`src/rtl/ex_mem_pkg.sv`:
```
// Shared types and defaults for the EX->MEM elastic pipeline buffer.
package ex_mem_pkg;
  localparam int DEFAULT_DATA_W = 32;
  localparam int DEFAULT_DEST_W = 4;

  typedef struct packed {
    logic wb_en;
    logic mem_r_en;
    logic mem_w_en;
  } ex_mem_ctrl_t;

  typedef struct packed {
    ex_mem_ctrl_t                ctrl;
    logic [DEFAULT_DATA_W-1:0]   alu_res;
    logic [DEFAULT_DATA_W-1:0]   val_rm;
    logic [DEFAULT_DEST_W-1:0]   dest;
  } ex_mem_entry_t;

  // A bubble must never write memory or the register file.
  function automatic ex_mem_ctrl_t gate_ctrl(input ex_mem_ctrl_t c, input logic v);
    return v ? c : '0;
  endfunction
endpackage

```
`src/rtl/ex_mem_entry_reg.sv`:
```
// One buffer slot: valid bit plus payload; kill drops the valid bit but keeps the payload.
module ex_mem_entry_reg #(
  parameter int W = 71
) (
  input  logic         clk,
  input  logic         rst,
  input  logic         i_kill,
  input  logic         i_load,
  input  logic         i_valid,
  input  logic [W-1:0] i_d,
  output logic         o_valid,
  output logic [W-1:0] o_q
);
  logic         r_valid;
  logic [W-1:0] r_q;

  // Payload only moves when a real entry lands, keeping toggle activity low.
  always_ff @(posedge clk or negedge rst) begin
    if (!rst) begin
      r_valid <= 1'b0;
      r_q     <= '0;
    end else if (i_kill) begin
      r_valid <= 1'b0;
    end else if (i_load) begin
      r_valid <= i_valid;
      if (i_valid) r_q <= i_d;
    end
  end

  assign o_valid = r_valid;
  assign o_q     = r_q;
endmodule

```
`src/rtl/ex_mem_pipe_buf.sv`:
```
// EX->MEM valid/ready buffer, DEPTH 1 (register) or 2 (skid). Optional forwarding tap
// enabled by defining EX_MEM_FWD_TAP_EN.
module ex_mem_pipe_buf
  import ex_mem_pkg::*;
#(
  parameter int DATA_W = DEFAULT_DATA_W,
  parameter int DEST_W = DEFAULT_DEST_W,
  parameter int DEPTH  = 2
) (
  input  logic              clk,
  input  logic              rst,
  input  logic              flush,
  input  logic              in_valid,
  output logic              in_ready,
  input  logic              in_wb_en,
  input  logic              in_mem_r_en,
  input  logic              in_mem_w_en,
  input  logic [DATA_W-1:0] in_alu_res,
  input  logic [DATA_W-1:0] in_val_rm,
  input  logic [DEST_W-1:0] in_dest,
  output logic              out_valid,
  input  logic              out_ready,
  output logic              out_wb_en,
  output logic              out_mem_r_en,
  output logic              out_mem_w_en,
  output logic [DATA_W-1:0] out_alu_res,
  output logic [DATA_W-1:0] out_val_rm,
  output logic [DEST_W-1:0] out_dest,
  output logic [1:0]        occupancy
`ifdef EX_MEM_FWD_TAP_EN
  ,
  output logic              fwd_hit_valid,
  output logic [DEST_W-1:0] fwd_dest,
  output logic [DATA_W-1:0] fwd_res,
  output logic              fwd_is_load
`endif
);
  typedef struct packed {
    ex_mem_ctrl_t      ctrl;
    logic [DATA_W-1:0] alu_res;
    logic [DATA_W-1:0] val_rm;
    logic [DEST_W-1:0] dest;
  } entry_t;

  localparam int EW = $bits(entry_t);

  entry_t                     w_in_e, w_hq, w_sq;
  logic                       w_hv, w_sv, w_in_xfer, w_out_xfer;
  logic [DEPTH-1:0]           w_vld, w_ld, w_vin;
  logic [DEPTH-1:0][EW-1:0]   w_q, w_d;

  assign w_in_e     = {in_wb_en, in_mem_r_en, in_mem_w_en, in_alu_res, in_val_rm, in_dest};
  assign w_hv       = w_vld[0];
  assign w_hq       = entry_t'(w_q[0]);
  assign w_in_xfer  = in_valid && in_ready;
  assign w_out_xfer = w_hv && out_ready;

  for (genvar gi = 0; gi < DEPTH; gi++) begin : g_ent
    ex_mem_entry_reg #(.W(EW)) u_ent (
      .clk     (clk),
      .rst     (rst),
      .i_kill  (flush),
      .i_load  (w_ld[gi]),
      .i_valid (w_vin[gi]),
      .i_d     (w_d[gi]),
      .o_valid (w_vld[gi]),
      .o_q     (w_q[gi])
    );
  end

  if (DEPTH == 1) begin : g_d1
    assign w_sv = 1'b0;
    assign w_sq = '0;
    always_comb begin
      in_ready = !w_hv || out_ready;
      w_ld[0]  = w_out_xfer || !w_hv;
      w_vin[0] = w_in_xfer;
      w_d[0]   = w_in_e;
    end
  end else if (DEPTH == 2) begin : g_d2
    // Skid can only hold an entry while head does, so !skid_valid == (occupancy < 2)
    // and in_ready comes straight from a flop.
    assign w_sv     = w_vld[1];
    assign w_sq     = entry_t'(w_q[1]);
    assign in_ready = !w_sv;
    always_comb begin
      w_ld[0]  = w_out_xfer || !w_hv;
      w_vin[0] = w_sv || w_in_xfer;
      w_d[0]   = w_sv ? w_sq : w_in_e;
      w_ld[1]  = (w_out_xfer && w_sv) || (!w_out_xfer && w_hv && w_in_xfer);
      w_vin[1] = w_in_xfer;
      w_d[1]   = w_in_e;
    end
  end else begin : g_bad
    $fatal(1, "ex_mem_pipe_buf: DEPTH must be 1 or 2");
  end

  assign out_valid = w_hv;
  assign {out_wb_en, out_mem_r_en, out_mem_w_en} = gate_ctrl(w_hq.ctrl, w_hv);
  assign out_alu_res = w_hq.alu_res;
  assign out_val_rm  = w_hq.val_rm;
  assign out_dest    = w_hq.dest;
  assign occupancy   = {1'b0, w_hv} + {1'b0, w_sv};

`ifdef EX_MEM_FWD_TAP_EN
  // Newest writer wins: skid is younger than head.
  always_comb begin
    fwd_hit_valid = 1'b0;
    fwd_dest      = '0;
    fwd_res       = '0;
    fwd_is_load   = 1'b0;
    if (w_sv && w_sq.ctrl.wb_en) begin
      fwd_hit_valid = 1'b1;
      fwd_dest      = w_sq.dest;
      fwd_res       = w_sq.alu_res;
      fwd_is_load   = w_sq.ctrl.mem_r_en;
    end else if (w_hv && w_hq.ctrl.wb_en) begin
      fwd_hit_valid = 1'b1;
      fwd_dest      = w_hq.dest;
      fwd_res       = w_hq.alu_res;
      fwd_is_load   = w_hq.ctrl.mem_r_en;
    end
    if (flush) fwd_hit_valid = 1'b0;
  end
`endif
endmodule

```
`config.mk`:
```
export PLATFORM = sky130hd
export DESIGN_NAME = ex_mem_pipe_buf
export DESIGN_NICKNAME = d
export VERILOG_FILES = /design/src/rtl/ex_mem_pkg.sv /design/src/rtl/ex_mem_entry_reg.sv /design/src/rtl/ex_mem_pipe_buf.sv
export SDC_FILE = /design/constraint.sdc
export NUM_CORES = 1
export LEC_CHECK = 0
export ABC_AREA = 1
export BUFFER_PORTS_ARGS = -buffer_cell sky130_fd_sc_hd__buf_2
export CAP_MARGIN = 20
export CORE_MARGIN = 2
export CORE_UTILIZATION = 59
export DETAILED_ROUTE_END_ITERATION = 6
export PLACE_DENSITY = 0.85
export SYNTH_ARGS = -nofsm -noshare
export SYNTH_HDL_FRONTEND = slang
export SYNTH_SLANG_ARGS = --single-unit
```
`constraint.sdc`:
```
create_clock -name clk -period 3.41 [get_ports clk]
set_clock_uncertainty 0.1 [all_clocks]
set_input_delay 0.341 -clock clk [delete_from_list [all_inputs] [get_ports clk]]
set_output_delay 0.341 -clock clk [all_outputs]
set_load 0.01 [all_outputs]
```
==> flow_summary.json <==
{
  "status": "completed",
  "grt_first_pass_wirelength_mm": 27.2,
  "layout-drive-gt1-share_pct": 19.6,
  "final_hold_viol_count": 0,
  "ctsRootBufferMaster": "clkbuf_16",
  "worstHoldPathType": "in -> reg",
  "grt_pass1_vias": 5693,
  "wirelength_mm": 16.5,
  "critPathMaxFanout": 44,
  "antenna_found_initial": 1,
  "initial_core_util_pct": 60.2,
  "nets": 1069,
  "rows": 40,
  "drcViolationCount": 0,
  "leakage_nw": 4.58,
  "place_congestion": 0.779,
  "die-area_mm2": 0.0131,
  "worstPathRequired_ns": 2.97,
  "fin_crit_ns": 2.43,
  "rsz0062_at_grt": "false",
  "drt_iter0_drc": 515,
  "finish.utilization_pct": 66.4,
  "num_vias": 6008,
  "pin_count": 151,
  "crit_path_end_kind": "output pin",
  "layout_common_cells": "nand2_1 (506), buf_2 (149), dfrtp_1 (143)",
  "ir_drop_mv": 0.359,
  "worst_slew_pin_slew_ns": 0.798,
  "clock_path_buffers": 2,
  "final_area_mm2": 0.00794,
  "clock_sinks": 144,
  "synthesis.instances": 936,
  "dpl-instance-area_mm2": 0.00743,
  "tritoncts": "yes",
  "yosysSeqAreaShare_pct": 50.0,
  "cp-start-kind": "register",
  "globalRouteTotalUtil_pct": 26.5,
  "dp.final_hpwl_mm": 10.0,
  "power.density_mw_per_mm2": 587,
  "clock_latency_ns": 0.42,
  "die_w_um": 115,
  "area_growth_syn_to_layout_pct": 10.2,
  "setup_tns_ns": 0,
  "grt_max_degree": 75,
  "clk_pin_slew_ns": 0.05,
  "htreeDepth": 4,
  "post_drt_via_cell_ratio": 5.23,
  "report.final.slew_viol_count": 0,
  "syn_area_mm2": 0.00720,
  "grt-ovfl-total": 0,
  "fmax_ghz": 0.411,
  "first_pass_iters": 5,
  "core_area_mm2": 0.0120,
  "period_share_pct": 71.4,
  "cap_viol_max_count": 0,
  "avgSynthCellArea_um2": 7.70,
  "wire_per_inst_um": 14.3,
  "slew_headroom_pct": 46.8,
  "ys_types": 22,
  "worstPathArrival_ns": 1.99,
  "cts_buffers": 17,
  "io_buffers": 150,
  "syn-num-nets": 1013,
  "postRouteAntennaNets": 0,
  "criticalPathCategory": "reg -> out",
  "synth-seq-cells": 144,
  "layout.cells.most_common": "nand2_1",
  "die_y_um": 115,
  "yosys_warnings": 0,
  "setup-violations-final": 0
}
-- registers in the layout, summed over array words and instances (netlist names) --
register	count
g_ent.u_ent.o_q	142
g_ent.u_ent.o_valid	2
-- cells in the mapped netlist --
cell type,count,area [um^2]
nor3_4,1,16.3
inv_2,4,15.0
inv_1,4,15.0
nand4_4,1,21.3
buf_6,9,101
nor2_1,1,3.75
buf_2,19,95.1
buf_8,1,15.0
nand3_2,1,10.0
ha_1,1,12.5
o21ai_1,48,240
buf_4,74,556
nand2_2,1,6.26
nor2_4,1,11.3
dfrtp_1,144,3600
o21ai_0,24,120
clkbuf_1,18,67.6
o21ai_4,1,16.3
nor2_2,1,6.26
nand3_1,70,350
buf_1,6,22.5
nand2_1,506,1900
-- per-layer routing --
metal | global-route usage, % | up-vias | routed length [um]
li1 | - | 2966 | -
met1 | 34.9 | 2769 | 7270
met2 | 42.1 | 240 | 7710
met3 | 6.62 | 33 | 1100
met4 | 11.3 | 0 | 394
met5 | 0 | - | 0
-- report_power, final --
| part | internal, mW | switching [mW] |
|---|---|---|
| registers | 2.04 | 0.178 |
| clock network | 0.969 | 0.637 |
| logic | 0.325 | 0.517 |
-- final timing paths --
check                                        from                endpoint  slack (ns)  cells after the start
max                        g_ent[1].u_ent.o_valid                in_ready        0.98                      2
min                                      in_wb_en  g_ent[1].u_ent.o_q[70]        0.06                      3
max reg2reg                g_ent[1].u_ent.o_valid  g_ent[0].u_ent.o_q[46]        1.17                      6
min reg2reg                g_ent[0].u_ent.o_q[20]  g_ent[0].u_ent.o_q[20]        0.37                      2
max in group asynchronous                     rst  g_ent[1].u_ent.o_valid        1.99                      3
min in group asynchronous                     rst  g_ent[0].u_ent.o_q[54]        0.38                      2
-- cell families after synthesis --
kind of cell | after synthesis | synth area share [%]
and+or+nand+nor | 583 | 32.3
AOI/OAI and AO/OA | 73 | 5.23
buffers and inverters | 135 | 12.3
DFF | 144 | 50.0
adders and majority gates | 1 | 0.174
-- repair_timing --
| action | in CTS | in global routing |
|---|---|---|
| setup buffers | 0 | 0 |
| gates resized for setup | 0 | 0 |
| endpoints found under the hold margin | 70 | 0 |
| hold buffers | 1 | 0 |
| endpoints found under the setup margin | 0 | 0 |
-- per-stage QoR --
step                      hold WS, ns  std cells  power [mW]  setup WS, ns
final                          0.0632       1149        4.66         0.976
after global routing           0.0617       1149        4.92         0.898
after CTS                      0.0524       1148        4.69         0.987
after detailed placement        0.290       1119        3.08          1.23
after global placement          0.293       1119        3.04          1.26
after floorplan               -0.0546        936        2.91          2.00
-- worst max-delay path: stages (launching register included) --
cell and delay (ns):
dfrtp_2 0.61, inv_2 0.66, buf_2 0.27
-- area by class of cell --
class | instances | area [um^2]
fillers | 1021 | 4020
inverters | 8 | 30.0
clock inverters | 1 | 5.00
multi-input cells | 657 | 2720
clock buffers | 27 | 493
well taps | 147 | 184
flip-flops and latches | 144 | 3600
repair buffers | 164 | 902
diodes | 1 | 2.50
No activity file was read; power rests on OpenSTA's default activity.
